[config.mk]
export PLATFORM = sky130hd
export DESIGN_NAME = soc_mem_arbiter
export DESIGN_NICKNAME = d
export VERILOG_FILES = /design/src/rtl/soc_mem_arbiter.sv
export SDC_FILE = /design/constraint.sdc
export NUM_CORES = 1
export LEC_CHECK = 0
export CORE_MARGIN = 10
export CORE_UTILIZATION = 38
export CTS_BUF_LIST = sky130_fd_sc_hd__clkbuf_8 sky130_fd_sc_hd__clkbuf_16
export CTS_CLUSTER_SIZE = 14
export DETAILED_ROUTE_END_ITERATION = 8
export GPL_TIMING_DRIVEN = 0
export HOLD_SLACK_MARGIN = 0.05
export MAX_ROUTING_LAYER = met4
export PLACE_DENSITY_LB_ADDON = 0.1
export SYNTH_ARGS = -nofsm -noshare
export SYNTH_HDL_FRONTEND = slang
export SYNTH_SLANG_ARGS = --single-unit
[constraint.sdc]
create_clock -name clk -period 5.08 [get_ports clk]
set_input_delay 0.508 -clock clk [delete_from_list [all_inputs] [get_ports clk]]
set_output_delay 0.508 -clock clk [all_outputs]
set_load 0.02 [all_outputs]
[src/rtl/soc_mem_arbiter.sv]
// soc_mem_arbiter: two-master, one-slave valid/ready bus arbiter with
// round-robin fairness and a BUSY-cycle watchdog that forces an error reply.
// Ports:
//   clk, reset          : clock, async active-high reset
//   m0_* / m1_*         : master request (valid/addr/wdata/wstrb) and reply
//                         (ready pulse, rdata, err)
//   s_*                 : slave request (valid/addr/wdata/wstrb), reply (ready/rdata)
//   grant               : one-hot owner of the current transaction, 00 when idle
module soc_mem_arbiter #(
  parameter int ADDR_W  = 32,
  parameter int DATA_W  = 32,
  parameter int TIMEOUT = 255
) (
  input  logic                clk,
  input  logic                reset,
  input  logic                m0_valid,
  input  logic [ADDR_W-1:0]   m0_addr,
  input  logic [DATA_W-1:0]   m0_wdata,
  input  logic [DATA_W/8-1:0] m0_wstrb,
  output logic                m0_ready,
  output logic [DATA_W-1:0]   m0_rdata,
  output logic                m0_err,
  input  logic                m1_valid,
  input  logic [ADDR_W-1:0]   m1_addr,
  input  logic [DATA_W-1:0]   m1_wdata,
  input  logic [DATA_W/8-1:0] m1_wstrb,
  output logic                m1_ready,
  output logic [DATA_W-1:0]   m1_rdata,
  output logic                m1_err,
  output logic                s_valid,
  output logic [ADDR_W-1:0]   s_addr,
  output logic [DATA_W-1:0]   s_wdata,
  output logic [DATA_W/8-1:0] s_wstrb,
  input  logic                s_ready,
  input  logic [DATA_W-1:0]   s_rdata,
  output logic [1:0]          grant
);

  typedef enum logic [1:0] {
    IDLE,
    BUSY,
    RESP
  } state_t;

  state_t      state;
  state_t      state_n;
  logic        last_g;
  logic [15:0] cnt;
  logic        req;
  logic        pick1;
  logic        tmo;
  logic        fin;

  always_comb begin
    req     = m0_valid | m1_valid;
    // m1 wins when alone, or on a tie when m0 owned the bus last
    pick1   = m1_valid & (~m0_valid | ~last_g);
    tmo     = (TIMEOUT != 0) && (cnt == 16'(TIMEOUT - 1));
    fin     = s_ready | tmo;
    state_n = state;
    unique case (state)
      IDLE:    if (req) state_n = BUSY;
      BUSY:    if (fin) state_n = RESP;
      RESP:    state_n = IDLE;
      default: state_n = IDLE;
    endcase
  end

  always_ff @(posedge clk or posedge reset) begin
    if (reset) state <= IDLE;
    else       state <= state_n;
  end

  always_ff @(posedge clk or posedge reset) begin
    if (reset) begin
      s_valid  <= 1'b0;
      s_addr   <= '0;
      s_wdata  <= '0;
      s_wstrb  <= '0;
      grant    <= 2'b00;
      m0_ready <= 1'b0;
      m0_rdata <= '0;
      m0_err   <= 1'b0;
      m1_ready <= 1'b0;
      m1_rdata <= '0;
      m1_err   <= 1'b0;
      last_g   <= 1'b1;
      cnt      <= '0;
    end else begin
      case (state)
        IDLE: begin
          if (req) begin
            s_valid <= 1'b1;
            grant   <= pick1 ? 2'b10 : 2'b01;
            s_addr  <= pick1 ? m1_addr : m0_addr;
            s_wdata <= pick1 ? m1_wdata : m0_wdata;
            s_wstrb <= pick1 ? m1_wstrb : m0_wstrb;
            cnt     <= '0;
          end
        end
        BUSY: begin
          if (fin) begin
            s_valid <= 1'b0;
            last_g  <= grant[1];
            // a slave reply in the timeout cycle still counts as success
            if (grant[1]) begin
              m1_ready <= 1'b1;
              m1_err   <= ~s_ready;
              m1_rdata <= s_ready ? s_rdata : '1;
            end else begin
              m0_ready <= 1'b1;
              m0_err   <= ~s_ready;
              m0_rdata <= s_ready ? s_rdata : '1;
            end
          end else begin
            cnt <= cnt + 16'd1;
          end
        end
        RESP: begin
          m0_ready <= 1'b0;
          m0_err   <= 1'b0;
          m1_ready <= 1'b0;
          m1_err   <= 1'b0;
          grant    <= 2'b00;
        end
        default: ;
      endcase
    end
  end

endmodule

# Word level (Yosys, flattened, before mapping)
# Index checks and enable logic that the tools add are counted.
dict set report word_totals {
  inputBits 173
  ramBits 0
  rom_bits 0
  n_memories 0
  latchBits 0
  ff_bits 158
  output_inout_bits 139
  word_cells 73
}
dict set report classes {
  magnitude_cmp 0
  eq_ne 8
  n_shift 0
  div 0
  muxes 28
  addsub 1
  mul 0
  n_reduce_logical 14
  bitwise 8
}
# operator count
set ops {}
lappend ops {{$mux 32} 3}
lappend ops {{$mux 16} 2}
lappend ops {{$pmux 16 s2} 1}
lappend ops {{$reduce_and 3->1} 6}
lappend ops {{$add 16x1->16 const B} 1}
lappend ops {{$eq 16x8->1 const B} 1}
lappend ops {{$mux 1} 10}
lappend ops {{$ne 2x2->1 const B} 5}
lappend ops {{$pmux 1 s2} 5}
lappend ops {{$mux 2} 4}
lappend ops {{$pmux 2 s2} 2}
lappend ops {{$reduce_and 2->1} 4}
lappend ops {{$reduce_bool 2->1} 3}
lappend ops {{$mux 4} 1}
lappend ops {{$not 1->1} 4}
lappend ops {{$or 1x1->1} 3}
lappend ops {{$eq 2x1->1 const B} 1}
lappend ops {{$eq 2x2->1 const B} 1}
lappend ops {{$logic_not 2->1} 1}
lappend ops {{$and 1x1->1} 1}

# Logic depth before layout (Yosys ltp)
# Gate-level depths: netlist (run 1).
dict set report logic_depth {
  word_depth 6
  depth_mapped 8
  ltp_nobuf 7
}

# Worst setup path after synthesis (run 1)
# No wires, ideal clock.
dict set report synth_path {
  kind {register to register}
  startpoint {register cnt[0]}
  endpoint {register cnt[1]}
  required_time_ns 4.953
  synth_period_minus_slack_ns 1.813
  n_path_buf 0
  setup_slack_ns 3.267
  arrival_ns 1.686
  setup_time_ns 0.127
  stages_incl_launch_ff 8
  path_cell_list {dfrtp_1 -> inv_1 -> ha_1 -> nor4b_2 -> nand4_2 -> a21boi_2 -> inv_2 -> mux2_1}
}
dict set report synth_between {
  elab_chain_cells 4
  word_cells_on_any_way 7
  classes_between {add/sub: 1; eq/ne: 2; mux: 2; bitwise: 1; reduce/logical: 1}
}
# item line
set synth_lines {}
lappend synth_lines {{from (decl)} 48} ;# logic [15:0] cnt;
lappend synth_lines {{from (signal assigned)} 116} ;# cnt <= cnt + 16'd1;
lappend synth_lines {{parallel branches: the longest is 4 deep, another holds $add 16x1->16} -}
# Several ways; the timed one is not identified. The select of a mux whose other input is x is not followed.
# A chain may end at the register's enable or synchronous reset.

# Final worst setup path (run 1)
dict set report layout_path {
  startpoint {register state[1]}
  endpoint {register s_wdata[8]}
}
dict set report layout_between {
  elab_chain_cells 2
}
# item line
set layout_lines {}
lappend layout_lines {{from (decl)} 45} ;# state_t state;
lappend layout_lines {{from (signal assigned)} 71} ;# else state <= state_n;
lappend layout_lines {{$logic_not 2->1} 90} ;# case (state)
lappend layout_lines {{$reduce_and 2->1 (no source line)} -}
lappend layout_lines {{to (signal assigned)} 96} ;# s_wdata <= pick1 ? m1_wdata : m0_wdata;
lappend layout_lines {{to (decl)} 32} ;# output logic [DATA_W-1:0] s_wdata,
# No other way between the ends.

==> metrics.yaml, run 1 <==
synth:
  yosysSeqAreaShare_pct: 58.0
  syn_area_per_cell_um2: 12.4
  yosys_warnings: 0
  ys_types: 53
  synthTopCellsByCount: "dfrtp_1, a221o_1, and2_0, a2bb2oi_1, clkbuf_1"
  syn_inst: 548
  synth_most_common_cell: "dfrtp_1"
  syn_nets: 723
  ys.flop_type: "dfrtp_1"
  syn_area_um2: 6820
  synth_edf_count: 0
  yosysTopAreaCell: "dfrtp_1"
  synth_top_area_share_pct: 57.6
  async_flop_share_pct: 100
  synth_seq_cells: 158
  ys_top_cells_by_area: "dfrtp_1, a221o_1, a2bb2oi_1"
clock_network:
  cts_sinks: 158
  cts_made_buffers: 17
  h-tree-depth: 4
  cts_setup_buffers: 0
  clk_pin_slew_worst_paths_ns: 0.07
  cts_resized: 0
  clock_path_buffers: 2
  cts_tree: "yes"
  root_buffer: "clkbuf_16"
  clk_latency_ns: 0.42
  cts_hold_buf: 0
route:
  drtIter0Drc: 410
  wl_per_cell_um: 22.9
  drtAntennaViolNets: 0
  first_pass_iters: 5
  routed_wl_mm: 25.6
  vias: 6155
  viasPerCell: 5.51
  drcViolationCount: 0
grt:
  grt_max_degree: 98
  antenna_found_initial: 1
  grt_first_pass_wirelength_mm: 39.3
  grt_pass1_vias: 6542
  grt_overflow: 0
  track_usage_pct: 21.6
critical_path:
  worst_r2r_endpoint: "s_wdata[8]"
  critPathKind: "flip-flop to flip-flop"
  ff2ff_setup_slack_ns: 2.84
  reg2regPathDepth: 7
  startpoint_type: "flip-flop"
  r2r_start: "state[1]"
  arrival_ns: 2.61
  worstSetupEndpointType: "flip-flop"
  crit_path_max_fanout: 10
  cp_data_required_time_ns: 5.44
worst_hold_path:
  hold_path_depth: 1
  min_to: "m0_ready"
  hp-start: "m0_ready"
  hp-class: "flip-flop to flip-flop"
finish:
  drive_above_1_share_pct: 6.95
  fill_cells: 1400
  nNetsFinal: 1054
  syn2layout_area_growth_pct: 59.6
  multi_input_area_um2: 2590
  ff_latch_area_um2: 3960
  final_cell_area_um2: 10900
power_and_ir_drop:
  p_int_w: 0.00429
  p_sw_w: 0.00268
  pwr-share-comb_pct: 48.6
  swShare_pct: 38.5
  ir_drop_uv: 341
  seq_power_share_pct: 31.7
  power_density_nw_per_um2: 641
  leakage_nw: 4.38
  clkPwrFrac_pct: 19.7
floorplanning:
  die_area_um2: 23700
  coreArea_um2: 17400
  die_w_um: 154
  die_h_um: 154
  num_rows: 48
  ios: 312
  start_util_pct: 39.2
timing:
  report.final.slew_viol_count: 0
  slew_headroom_pct: 41.2
  setup_tns_ns: 0
  setup_viol: 0
  period_share_pct: 44.2
  finalCriticalPeriod_ns: 2.24
  tightest_slew_ns: 0.883
  skew_ns: 0.00858
  fmax_mhz: 446
  rsz0062_at_grt: "no"
  final_hold_viol_count: 0
place:
  port_buffers: 311
  finalWeightedCongestion: 0.896
  hpwl_mm: 20.2
  placed_area_um2: 10200
status:
  run_status: "finished clean"
run:
  max_cap_violations: 0
[power groups by stage]
stage	logic [W]	registers, W	clock network, W
final	0.00339	0.00221	0.00137
after global routing	0.00361	0.00228	0.00145
after CTS	0.00344	0.00221	0.00139
after detailed placement	0.00345	0.00221	0
after global placement	0.00338	0.00219	0
after floorplan	0.00114	0.00279	0
[registers in the layout, summed over array words and instances (netlist names), 2 cells and up]
signal    flops
grant         2
s_wstrb       4
cnt          16
s_addr       32
state         2
s_wdata      32
m1_rdata     32
m0_rdata     32
[logic make-up after synthesis]
| kind of cell | Yosys count | share of synthesized area [%] |
|---|---|---|
| compound gates | 182 | 24.0 |
| flops | 158 | 58.0 |
| simple gates | 146 | 13.3 |
| buf+inv | 58 | 4.02 |
| mux | 2 | 0.330 |
| fa+ha+maj | 2 | 0.367 |
[final cells by class]
class / instances / share of cell area (%)
sequential: 158 / 36.3
timing repair buffer: 312 / 28.9
multi-input combinational: 332 / 23.8
clock buffer: 17 / 3.91
tap: 225 / 2.59
buffer: 47 / 2.14
clock inverter: 15 / 1.91
inverter: 11 / 0.425
antenna: 1 / 0.0230
[cells in the final DEF (no fill, tap or decap), types with 5 or more instances in the layout]
cell               n
a31oi_1            9
nand3_1           10
o32a_1            18
clkbuf_16         17
nor3_1             6
inv_1              9
buf_6              7
and2_0            49
o21ai_0            7
and2_1            19
a221o_1           68
nor2_1            29
clkdlybuf4s50_1  311
clkbuf_1          36
a21oi_1            5
clkinvlp_4         5
nand2_1            7
dfrtp_1          157
o211ai_1           6
a2bb2oi_1         48
inv_6              5
[critical path, cell delays in order (launching register included)]
cell	delay [ns]
dfrtp_1	0.44
nor2_1	0.16
and3_1	0.17
clkbuf_1	0.36
clkbuf_1	0.36
clkbuf_1	0.39
and2_1	0.20
a221o_1	0.11
[routing by layer]
layer | track usage, % | up-vias | wire length, um
met2 | 34.6 | 267 | 12700
met3 | 8.28 | 33 | 2220
met1 | 24.5 | 3062 | 10100
met4 | 7.29 | 0 | 599
met5 | - | - | 0
li1 | - | 2793 | -
[worst max path at each step]
stage	from	end	slack, ns
floorplan	reset	cnt[0]	0.31
global placement	reset	cnt[7]	-1.75
detailed placement	m1_valid	cnt[6]	2.30
CTS	m1_valid	cnt[6]	2.75
global route	state[1]	s_wdata[10]	2.64
finish	state[1]	s_wdata[8]	2.84
[stage by stage]
step	hold WS [ns]	utilization (%)	setup slack, ns	power [W]	std cells
floorplan	0.491	-	0.310	0.00393	548
global placement	0.461	58.6	-1.75	0.00557	1084
detailed placement	0.465	58.8	2.30	0.00565	1085
CTS	0.479	62.5	2.75	0.00704	1117
global route	0.507	62.5	2.64	0.00734	1118
finish	0.476	62.5	2.84	0.00697	1118
Power figures use the tool's default switching activity.
==> run 2, diff against run 1 <==
--- a/config.mk
+++ b/config.mk
@@ -6,7 +6,7 @@
 export NUM_CORES = 1
 export LEC_CHECK = 0
 export CORE_MARGIN = 10
-export CORE_UTILIZATION = 38
+export CORE_UTILIZATION = 42
 export CTS_BUF_LIST = sky130_fd_sc_hd__clkbuf_8 sky130_fd_sc_hd__clkbuf_16
 export CTS_CLUSTER_SIZE = 14
 export DETAILED_ROUTE_END_ITERATION = 8
==> constraint.sdc (replaced) <==
create_clock -name clk -period 2.28 [get_ports clk]
set_input_delay 0.228 -clock clk [delete_from_list [all_inputs] [get_ports clk]]
set_output_delay 0.228 -clock clk [all_outputs]
set_load 0.02 [all_outputs]
==> run 2 against run 1 <==
Critical path depth stayed put. Count of clock-buffer cells in the layout did not move. Clock power rose by 130%. Fmax rose by 3.4%. Combinational power grew 120%. Worst hold slack worse by 0.064 ns. Critical endpoint is now m0_rdata[3]. Largest cell class unchanged. Largest power group unchanged. Highest routed layer unchanged.
==> metrics.yaml, run 2 (synthesized netlist as in run 1, its figures left out) <==
clock_network:
  cts_tree: "yes"
  h-tree-depth: 4
  root_buffer: "clkbuf_16"
  cts_sinks: 158
  clk_latency_ns: 0.42
  cts_made_buffers: 17
  clk_pin_slew_worst_paths_ns: 0.06
  clock_path_buffers: 2
critical_path:
  path_cells: "inv_1, ha_1, nor4b_4, nand4_4, a211oi_4, buf_6, a2bb2oi_1"
  critPathKind: "flip-flop to flip-flop"
  cp.buffers_inverters: 2
  startpoint_type: "flip-flop"
  crit_family: "compound AO/OA/AOI/OAI gates"
  slowest_delay_ns: 0.48
  cp_data_required_time_ns: 2.61
  worstSetupEndpointType: "flip-flop"
  crit_path_max_fanout: 10
  arrival_ns: 2.50
  crit_slowest_cell: "a211oi_4"
route:
  first_pass_iters: 4
  routed_wl_mm: 25.4
  wl_per_cell_um: 22.8
  drtIter0Drc: 348
  drcViolationCount: 0
  viasPerCell: 5.45
  vias: 6067
  drtAntennaViolNets: 0
floorplanning:
  ios: 312
  die_h_um: 147
  die_area_um2: 21700
  coreArea_um2: 15900
  num_rows: 46
  start_util_pct: 42.9
  die_w_um: 147
finish:
  fill_cells: 1182
  drive_above_1_share_pct: 7.69
  final_cell_mix: "clkdlybuf4s50_1, dfrtp_1, a221o_1"
  n_antenna_cell: 0
  final_common_cell: "clkdlybuf4s50_1"
  nNetsFinal: 1059
  final_cell_count_no_fill: 1113
  syn2layout_area_growth_pct: 61.3
timing:
  setup_tns_ns: 0
  slew_headroom_pct: 57.9
  fmax_mhz: 461
  report.final.slew_viol_count: 0
  period_share_pct: 95.1
  tightest_slew_ns: 0.632
  rsz0062_at_grt: "no"
  final_hold_viol_count: 0
  finalCriticalPeriod_ns: 2.17
  setup_viol: 0
  holdWs_ns: 0.412
  skew_ns: 0.00728
place:
  finalWeightedCongestion: 0.893
  place_inst: 1079
  port_buffers: 311
  hpwl_mm: 20.2
grt:
  grt_overflow: 0
  grt_first_pass_wirelength_mm: 39.5
  antenna_found_initial: 0
  grt_max_degree: 44
  track_usage_pct: 23.9
  grt_pass1_vias: 6715
power_and_ir_drop:
  leakage_nw: 4.46
  power_density_nw_per_um2: 1430
  ir_drop_uv: 619
run:
  max_cap_violations: 0
worst_hold_path:
  hp-class: "input port to flip-flop"
status:
  run_status: "finished clean"
[run 2: cell types whose count changed in the layout (fill, tap and decap cells not counted), moves of 2 or more]
cell,change
buf_12,+4
inv_6,-4
clkbuf_1,-3
buf_4,+2
bufinv_16,+2
clkbuf_2,+2
clkinv_4,+2
[run 2: path summary, 6_finish.rpt]
check                               to  cells after the start  slack [ns]   startpoint
min in group asynchronous  s_wdata[12]                      3        0.61        reset
hold reg to reg               m0_ready                      1        0.48     m0_ready
setup reg to reg           m0_rdata[3]                      7        0.11       cnt[0]
max in group asynchronous      cnt[10]                      6        0.72        reset
hold / removal              s_addr[13]                      2        0.41  m0_addr[13]
setup / recovery           m0_rdata[3]                      7        0.11       cnt[0]
[run 2: per-stage QoR]
stage          util [%]  setup WS (ns)  instance area (um^2)  total power (W)
6_report           69.2          0.111                 11000           0.0158
5_1_grt            69.2        0.00507                 11000           0.0165
4_1_cts            69.1         0.0936                 11000           0.0159
3_5_place_dp       64.8         -0.299                 10300           0.0126
3_3_place_gp       64.2          -1.21                 10200           0.0124
2_1_floorplan         -         0.0519                  6820          0.00875
[run 2: timing repair]
| action | CTS | global route |
|---|---|---|
| endpoints found under the setup margin | 12 | 19 |
| pin swaps | 0 | 3 |
| hold buffers | 1 | 0 |
| gates resized for setup | 3 | 2 |
| setup buffers | 0 | 2 |
| hold endpoints to repair | 1 | 0 |
[run 2: cell type report]
cell class              instances  area, um^2  area share [%]
plain buffers                  46         231            2.10
clock buffers                  17         425            3.87
inverters                      11        45.0           0.410
well taps                     216         270            2.46
repair buffers                318        3220            29.3
clock inverters                15         244            2.22
flip-flops and latches        158        3960            36.0
multi-input cells             332        2610            23.7
[run 2: power breakdown]
group / leakage, nW / internal [W] / total [W] / switching, W
Combinational: 2.29 / 0.00369 / 0.00762 / 0.00393
Sequential: 1.85 / 0.00407 / 0.00493 / 0.000863
Clock: 0.318 / 0.00205 / 0.00321 / 0.00116
[run 2: worst register-to-register path: cells and delay by family, from the launching register on]
family	cells	cell delay (ns)
adder cells (fa/ha/maj)	1	0.19
buffers and inverters	2	0.33
flip-flops	1	0.43
AO/OA/AOI/OAI	2	0.68
AND/OR/NAND/NOR	2	0.43
[run 2: metal layers]
metal	vias up	wire [um]	track usage [%]
li1	2790	-	-
met1	2993	9800	26.1
met2	245	12800	39.3
met3	39	2170	8.91
met4	0	669	8.37
met5	-	0	-
==> patch: new RTL, flow settings as in run 2 <==
Set the parameter `ADDR_W` to 28 (it was 32).
--- a/src/rtl/soc_mem_arbiter.sv
+++ b/src/rtl/soc_mem_arbiter.sv
@@ -8,5 +8,5 @@
 //   grant               : one-hot owner of the current transaction, 00 when idle
 module soc_mem_arbiter #(
-  parameter int ADDR_W  = 32,
+  parameter int ADDR_W  = 28,
   parameter int DATA_W  = 32,
   parameter int TIMEOUT = 255
Ports: changed (resized m0_addr, m1_addr and s_addr); port bits go from 312 to 300. The function was not compared with the original's and may differ.
==> patch against run 2 <==
Routed wire length fell by 4.8%; cell count down 5.8%; sequential cell count shrank 4; critical path type unchanged; synthesized area decreased by 6.7%; first-iteration DRC count grew 60%; non-clock buffer count fell by 18; setup slack improved by 0.056 ns; sequential share of layout area is 1.4 points higher; global-route usage rose by 0.28 points; design area fell by 6.1%; total power shrank 2.2%; maximum frequency grew 2.6%.
==> patch: results (changes against run 2) <==
- Result of the run: finished clean (unchanged)
- Metal-1 WL: 8796 µm (was 9803 µm)
- Synth top cells by count: 153 x dfrtp_1, 73 x inv_1, 64 x a222oi_1 (was 157 x dfrtp_1, 68 x a221o_1, 49 x and2_0)
- Pleak: 4.519 nW (was 4.455 nW)
- P_seq: 4.71 mW (was 4.93 mW)
- Pin count of the biggest net entering global routing: 42 (was 44)
- Post-synthesis mux area share: 0 (was 0.003303)
- Initial detailed-routing violation count: 558 (was 348)
- R2R setup slack: 0.17 ns (was 0.11 ns)
- Post-synthesis compound-gate area fraction: 0.2455 (was 0.2400)
- Port-buffer cells: 299 (was 311)
- Slowest stage cell, crit path: dfrtp_1 (was a211oi_4)
- Max Clock Skew: 0.008949 ns (was 0.007285 ns)
- Slowest stage delay, CP: 0.42 ns (was 0.48 ns)
- Vias/cell: 5.631 (was 5.451)
- Met3 usage: 0.1038 (was 0.08913)
- GRT Resource Usage Total: 0.2414 (was 0.2386)
- CTS Buf Count: 17 (unchanged)
- Hold Crit Depth: 3 (was 2)
- Length in cells of the worst reg-to-reg path: 9 (was 7)
- Met2 Use GR: 0.4025 (was 0.3929)
- Adder-cell share of the synthesized area: 0.003935 (was 0.003670)
- Synth cell types: 41 (was 53)
- Pwr/cell area: 1493 nW/µm² (was 1433 nW/µm²)
- Layout cells sized above 1: 0.07399 (was 0.07692)
- Switching Share: 0.3853 (was 0.3774)
- Mapped Nets: 696 (was 723)
- Net count of the finished layout: 1019 (was 1059)
- Highest clock rate: 0.4731 GHz (was 0.4610 GHz)
- Vias in the first global route: 6442 (was 6715)
- Via Count: 5907 (was 6067)
- Avg WL per Cell: 23.05 µm (was 22.81 µm)
- DR WL met3: 2574 µm (was 2165 µm)
- Area contributors post-synth: dfrtp_1 60%, a222oi_1 10%, a2bb2oi_1 6.1% (was dfrtp_1 58%, a221o_1 10%, a2bb2oi_1 6.2%)
- Maximum vdd drop: 0.6399 mV (was 0.6193 mV)
- Synth Area per Inst: 12.02 µm² (was 12.44 µm²)
- Met2 WL: 12220 µm (was 12750 µm)
- Grt met1 use: 0.2521 (was 0.2611)
- HPWL after detailed placement: 19090 µm (was 20150 µm)
- Pre-antenna DRT Iters: 8 (was 4)
-- patch: cell type report --
| class | count | area (µm²) |
|---|---|---|
| Clock inverter | 13 | 192.7 |
| Multi-Input combinational cell | 259 | 2004 |
| Timing Repair Buffer | 304 | 3083 |
| Buffer | 42 | 229.0 |
| Inverter | 74 | 281.5 |
| Fill cell | 1045 | 4370 |
| Sequential cell | 154 | 3855 |
| Tap cell | 184 | 230.2 |
| Clock buffer | 19 | 452.9 |
-- patch: path summary, 6_finish.rpt --
path | startpoint | to
setup / recovery | cnt[0]$_DFFE_PP0P_ | cnt[13]$_DFFE_PP0P_
hold / removal | m1_wdata[25] | s_wdata[25]$_DFFE_PP0P_
setup reg to reg | cnt[0]$_DFFE_PP0P_ | cnt[13]$_DFFE_PP0P_
hold reg to reg | s_valid$_DFFE_PP0P_ | s_valid$_DFFE_PP0P_
max in group asynchronous | reset | last_g$_DFFE_PP1P_
min in group asynchronous | reset | s_addr[8]$_DFFE_PP0P_
